File: src/rtl/command_frame_serializer_hcp.sv
// rtl/command_frame_serializer_hcp.sv - HCP command FIFO batched into byte-wide frames
// Optional trailer checksum byte is enabled by defining HCP_FRAME_CHECKSUM_EN.
module command_frame_serializer_hcp #(
    parameter int FIFO_DEPTH     = 16,
    parameter int BATCH_NUM      = 8,
    parameter int TIMEOUT_CYCLES = 256
) (
    input  logic                          i_clk,
    input  logic                          i_rst,
    input  logic [63:0]                   iv_command,
    input  logic                          i_command_wr,
    output logic [7:0]                    ov_data,
    output logic                          o_data_valid,
    input  logic                          i_data_ready,
    output logic                          o_data_last,
    output logic [$clog2(FIFO_DEPTH):0]   ov_fifo_usedw,
    output logic                          o_overflow
);
    localparam int AW = $clog2(FIFO_DEPTH);
    localparam int UW = AW + 1;
    localparam int TW = $clog2(TIMEOUT_CYCLES);
    localparam logic [UW-1:0] BATCH    = UW'(BATCH_NUM);
    localparam logic [UW-1:0] DEPTH    = UW'(FIFO_DEPTH);
    localparam logic [TW-1:0] TMO_LAST = TW'(TIMEOUT_CYCLES - 1);

    typedef enum logic [1:0] {IDLE, HEAD, BODY, TRAILER} state_t;

    logic [63:0]   mem_q [FIFO_DEPTH];
    logic [AW-1:0] wr_ptr_q, rd_ptr_q;
    logic [UW-1:0] usedw_q, usedw_d;
    logic          overflow_q;
    state_t        state_q;
    logic [UW-1:0] n_q, cmd_cnt_q;
    logic [2:0]    byte_idx_q;
    logic [63:0]   shift_q;
    logic [7:0]    data_q;
    logic          valid_q, last_q;
    logic [TW-1:0] tmo_q;
`ifdef HCP_FRAME_CHECKSUM_EN
    logic [7:0]    csum_q;
`endif

    logic          full, wr_accept, hs, more_cmds, pop, tmo_fire, start;
    logic [UW-1:0] n_start;
    logic [63:0]   head_word;

    assign full      = (usedw_q == DEPTH);
    assign wr_accept = i_command_wr && !full;
    assign hs        = valid_q && i_data_ready;
    assign more_cmds = (cmd_cnt_q + UW'(1)) < n_q;
    assign head_word = mem_q[rd_ptr_q];
    assign tmo_fire  = (tmo_q == TMO_LAST);
    assign start     = (usedw_q >= BATCH) || (tmo_fire && usedw_q != '0);
    assign n_start   = (usedw_q >= BATCH) ? BATCH : usedw_q;

    always_comb begin
        pop = 1'b0;
        if (hs) begin
            if (state_q == HEAD)
                pop = 1'b1;
            else if (state_q == BODY && byte_idx_q == 3'd7 && more_cmds)
                pop = 1'b1;
        end
    end

    assign usedw_d = usedw_q + UW'(wr_accept) - UW'(pop);

    always_ff @(posedge i_clk) begin
        if (wr_accept)
            mem_q[wr_ptr_q] <= iv_command;
    end

    always_ff @(posedge i_clk or posedge i_rst) begin
        if (i_rst) begin
            wr_ptr_q   <= '0;
            rd_ptr_q   <= '0;
            usedw_q    <= '0;
            overflow_q <= 1'b0;
        end else begin
            if (wr_accept)
                wr_ptr_q <= wr_ptr_q + AW'(1);
            if (pop)
                rd_ptr_q <= rd_ptr_q + AW'(1);
            usedw_q    <= usedw_d;
            overflow_q <= i_command_wr && full;
        end
    end

    // Any accepted write restarts the idle window, so a partial batch waits
    // TIMEOUT_CYCLES after the most recent command rather than the first one.
    always_ff @(posedge i_clk or posedge i_rst) begin
        if (i_rst)
            tmo_q <= '0;
        else if (state_q != IDLE || start || usedw_q == '0 || wr_accept)
            tmo_q <= '0;
        else
            tmo_q <= tmo_q + TW'(1);
    end

    always_ff @(posedge i_clk or posedge i_rst) begin
        if (i_rst) begin
            state_q    <= IDLE;
            n_q        <= '0;
            cmd_cnt_q  <= '0;
            byte_idx_q <= '0;
            shift_q    <= '0;
            data_q     <= '0;
            valid_q    <= 1'b0;
            last_q     <= 1'b0;
        end else begin
            case (state_q)
                IDLE: begin
                    if (start) begin
                        state_q <= HEAD;
                        n_q     <= n_start;
                        data_q  <= {4'hC, 4'(n_start)};
                        valid_q <= 1'b1;
                        last_q  <= 1'b0;
                    end
                end
                HEAD: begin
                    if (hs) begin
                        state_q    <= BODY;
                        shift_q    <= head_word;
                        data_q     <= head_word[63:56];
                        byte_idx_q <= '0;
                        cmd_cnt_q  <= '0;
                        last_q     <= 1'b0;
                    end
                end
                BODY: begin
                    if (hs) begin
                        if (byte_idx_q != 3'd7) begin
                            shift_q    <= {shift_q[55:0], 8'h00};
                            data_q     <= shift_q[55:48];
                            byte_idx_q <= byte_idx_q + 3'd1;
`ifdef HCP_FRAME_CHECKSUM_EN
                            last_q     <= 1'b0;
`else
                            last_q     <= (byte_idx_q == 3'd6) && !more_cmds;
`endif
                        end else if (more_cmds) begin
                            shift_q    <= head_word;
                            data_q     <= head_word[63:56];
                            byte_idx_q <= '0;
                            cmd_cnt_q  <= cmd_cnt_q + UW'(1);
                            last_q     <= 1'b0;
                        end else begin
`ifdef HCP_FRAME_CHECKSUM_EN
                            state_q    <= TRAILER;
                            data_q     <= csum_q ^ data_q;
                            last_q     <= 1'b1;
`else
                            state_q    <= IDLE;
                            valid_q    <= 1'b0;
                            last_q     <= 1'b0;
`endif
                        end
                    end
                end
                default: begin
                    if (hs) begin
                        state_q <= IDLE;
                        valid_q <= 1'b0;
                        last_q  <= 1'b0;
                    end
                end
            endcase
        end
    end

`ifdef HCP_FRAME_CHECKSUM_EN
    always_ff @(posedge i_clk or posedge i_rst) begin
        if (i_rst)
            csum_q <= '0;
        else if (hs && state_q == HEAD)
            csum_q <= data_q;
        else if (hs && state_q == BODY)
            csum_q <= csum_q ^ data_q;
    end
`endif

    assign ov_data       = data_q;
    assign o_data_valid  = valid_q;
    assign o_data_last   = last_q;
    assign ov_fifo_usedw = usedw_q;
    assign o_overflow    = overflow_q;

endmodule

File: config.mk
export PLATFORM = sky130hd
export DESIGN_NAME = command_frame_serializer_hcp
export DESIGN_NICKNAME = d
export VERILOG_FILES = /design/src/rtl/command_frame_serializer_hcp.sv
export SDC_FILE = /design/constraint.sdc
export NUM_CORES = 1
export LEC_CHECK = 0
export ABC_AREA = 0
export CORE_ASPECT_RATIO = 0.75
export CORE_MARGIN = 2
export CORE_UTILIZATION = 45
export CTS_CLUSTER_SIZE = 12
export DETAILED_ROUTE_END_ITERATION = 12
export PLACE_DENSITY = 0.7
export SYNTH_ARGS = -nofsm -noshare
export SYNTH_HDL_FRONTEND = slang
export SYNTH_SLANG_ARGS = --single-unit
export TNS_END_PERCENT = 20
File: constraint.sdc
create_clock -name i_clk -period 8.1 [get_ports i_clk]
set_clock_uncertainty 0.15 [all_clocks]
set_input_delay 1.215 -clock i_clk [delete_from_list [all_inputs] [get_ports i_clk]]
set_output_delay 1.215 -clock i_clk [all_outputs]
set_load 0.02 [all_outputs]
==> reports/qor.csv <==
metric,value,unit
status,"finished, final reports clean",
whs,0.349,ns
wl_per_cell,26.5,um
cp.required,8.27,ns
overflow,0,
async_flop_share,9.14,%
drt-pass1-iter-count,7,
swShare,29.6,%
hp-class,reg2reg,
vias,20600,
syn_avg_cell_area,21.8,um^2
die_area,100000,um^2
fin_nets,2238,
achievable-frequency,0.219,GHz
dpl.hpwl,51900,um
cts_tree,yes,
relSlewSlack,28.1,%
finalSetupViolations,0,
synth_top_family_by_area,multiplexers,
finalHoldViolCount,0,
yosysSeqAreaShare,75.9,%
cp_cell_sequence,clkdlybuf4s50_1 -> inv_1 -> a31oi_1 -> nand3_1 -> nor2_4 -> buf_4,
final.min_clock_period,4.56,ns
yosysTopAreaCellShare,70.0,%
path_clk_slew,0.06,ns
critPathArrivalTime,4.73,ns
drv_cap,0,
start_kind,primary input,
synthTopCellsByCount,"edfxtp_1 (1024), mux4_2 (318), nand2_1 (170)",
end_kind,flip-flop,
min_period_over_period,56.3,%
syn_area,43900,um^2
p_int,12.2,mW
drc,0,
clockPowerShare,27.2,%
muxShareOfSynthArea,17.9,%
comb_power_share,28.8,%
drive_gt1_share,25.4,%
cts_max_level,3,
cts_sinks,1127,
ys_warn_count,0,
postCtsHoldBufs,0,
power_frac_seq,44.1,%
syn-num-nets,2109,
chipHeight,275,um
cp_max_fo,40,
p_leak,16.0,nW
core-area,97000,um^2
cpMaxStageDelayCell,nor2_4,
cp_top_family,simple AND/OR/NAND/NOR gates,
grt_util_all_layers,19.2,%
total_power,17.3,mW
vdd_drop_max,0.285,mV
synth-xor-area-share,0.339,%
grt_max_degree,137,
clk_path_buf_depth,3,
finalNonFillerCells,3552,
syn_to_final_growth,12.8,%
yosys.area.top_type,edfxtp_1,
ys.flop_type,edfxtp_1,
dp_cells,3346,
grt_setup_unrepaired,no,
ys_top_cells_by_area,"edfxtp_1 (70%), mux4_2 (16%), dfrtp_1 (5.9%)",
synth_cell_types,52,
syn_inst,2013,
drt_iter0_drc,2359,
worstMarginPinSlew,1.08,ns
cts_resized,0,
rows,99,
routed_wl,94300,um
detail-route-antenna-nets,0,
tns,0,ns
cts_buffers,107,
ios,84,
critPathBufInv,3,
synthAdderAreaFrac,0.815,%
power_density,349,nW/um^2
p_sw,5.12,mW
synth_seq_cells,1127,
grt_pass1_vias,21500,
antenna_found_initial,6,
vias_per_cell,5.79,
start_util,45.3,%
routabilityCongestion,0.790,
cts_root_buf,clkbuf_16,
slew_violations,0,
insertion_delay,0.69,ns
port_buffers,83,
worstSetupPathType,in2reg,
die_w,365,um
slowest_delay,0.94,ns
yosysMostFrequentCell,edfxtp_1,
postCtsSetupBuffers,0,
synth_compound_area_share,1.11,%
synthSimpleGateAreaFrac,2.44,%
grt_pass1_wl,142000,um
synth_edf_count,1024,
## cells in the final DEF (no fill, tap or decap), types with 14 or more instances in the layout
cell type,n
edfxtp_1,1024
mux4_2,318
nand2_1,169
clkbuf_16,112
dfrtp_1,99
clkdlybuf4s50_1,83
clkbuf_1,79
mux2_2,62
inv_1,37
buf_4,33
ha_1,27
nor2_1,19
a21oi_1,16
o21ai_0,14
## state kept, by name, summed over array words and instances (netlist names)
signal / cells
ov_fifo_usedw: 5
rd_ptr_q: 4
o_data_valid: 1
tmo_q: 8
byte_idx_q: 3
state_q: 2
o_data_last: 1
cmd_cnt_q: 5
o_overflow: 1
mem_q: 1024
n_q: 5
ov_data: 8
wr_ptr_q: 4
shift_q: 56
## kinds of logic (layout without fill, tap and decap cells)
| group | count (synthesis) | count (layout) |
|---|---|---|
| flops | 1127 | 1127 |
| xor+xnor | 17 | 17 |
| compound gates | 72 | 72 |
| mux | 382 | 382 |
| simple gates | 249 | 249 |
| buf+inv | 138 | 362 |
| fa+ha+maj | 28 | 28 |
| other cells | 0 | 2 |
## power by group through the flow
stage	logic, mW	clock network, mW	registers, mW
3_5_place_dp	5.02	0	7.74
2_1_floorplan	3.83	0	7.45
4_1_cts	5.05	4.79	7.62
5_1_grt	5.34	5.01	7.69
6_report	4.97	4.70	7.62
3_3_place_gp	4.92	0	7.68
## per-stage QoR
step | setup WS (ns) | util, % | cell area (um^2)
after CTS | 3.61 | 51.1 | 49500
after floorplan | -0.628 | - | 43900
after detailed placement | 2.89 | 47.7 | 46300
final | 3.54 | 51.1 | 49500
after global routing | 3.34 | 51.1 | 49500
after global placement | 3.05 | 47.7 | 46300
## area by class of cell
cell class | instances | area [um^2]
antenna | 2 | 5.00
sequential | 1127 | 33300
clock inverter | 8 | 87.6
clock buffer | 196 | 3170
tap | 1313 | 1640
multi-input combinational | 748 | 10000
timing repair buffer | 118 | 1120
fill | 7460 | 47400
inverter | 40 | 153
## path summary, 6_finish.rpt
kind,start,to,slack (ns),cells after the start
setup / recovery,i_command_wr,mem_q[12][63],3.54,6
hold / removal,shift_q[4],shift_q[4],0.35,1
setup reg to reg,cmd_cnt_q[0],ov_fifo_usedw[4],3.63,19
hold reg to reg,shift_q[4],shift_q[4],0.35,1
max in group asynchronous,i_rst,rd_ptr_q[1],5.58,3
min in group asynchronous,i_rst,o_data_last,0.73,2
## layer usage
metal / global-route usage [%] / share of wire (%) / vias to the layer above
li1: - / - / 8547
met3: 4.11 / 8.1 / 130
met1: 28.5 / 43 / 11100
met4: 4.37 / 1.6 / 8
met2: 29.5 / 47 / 838
met5: 0 / 0.046 / -
Power figures use the tool's default switching activity.
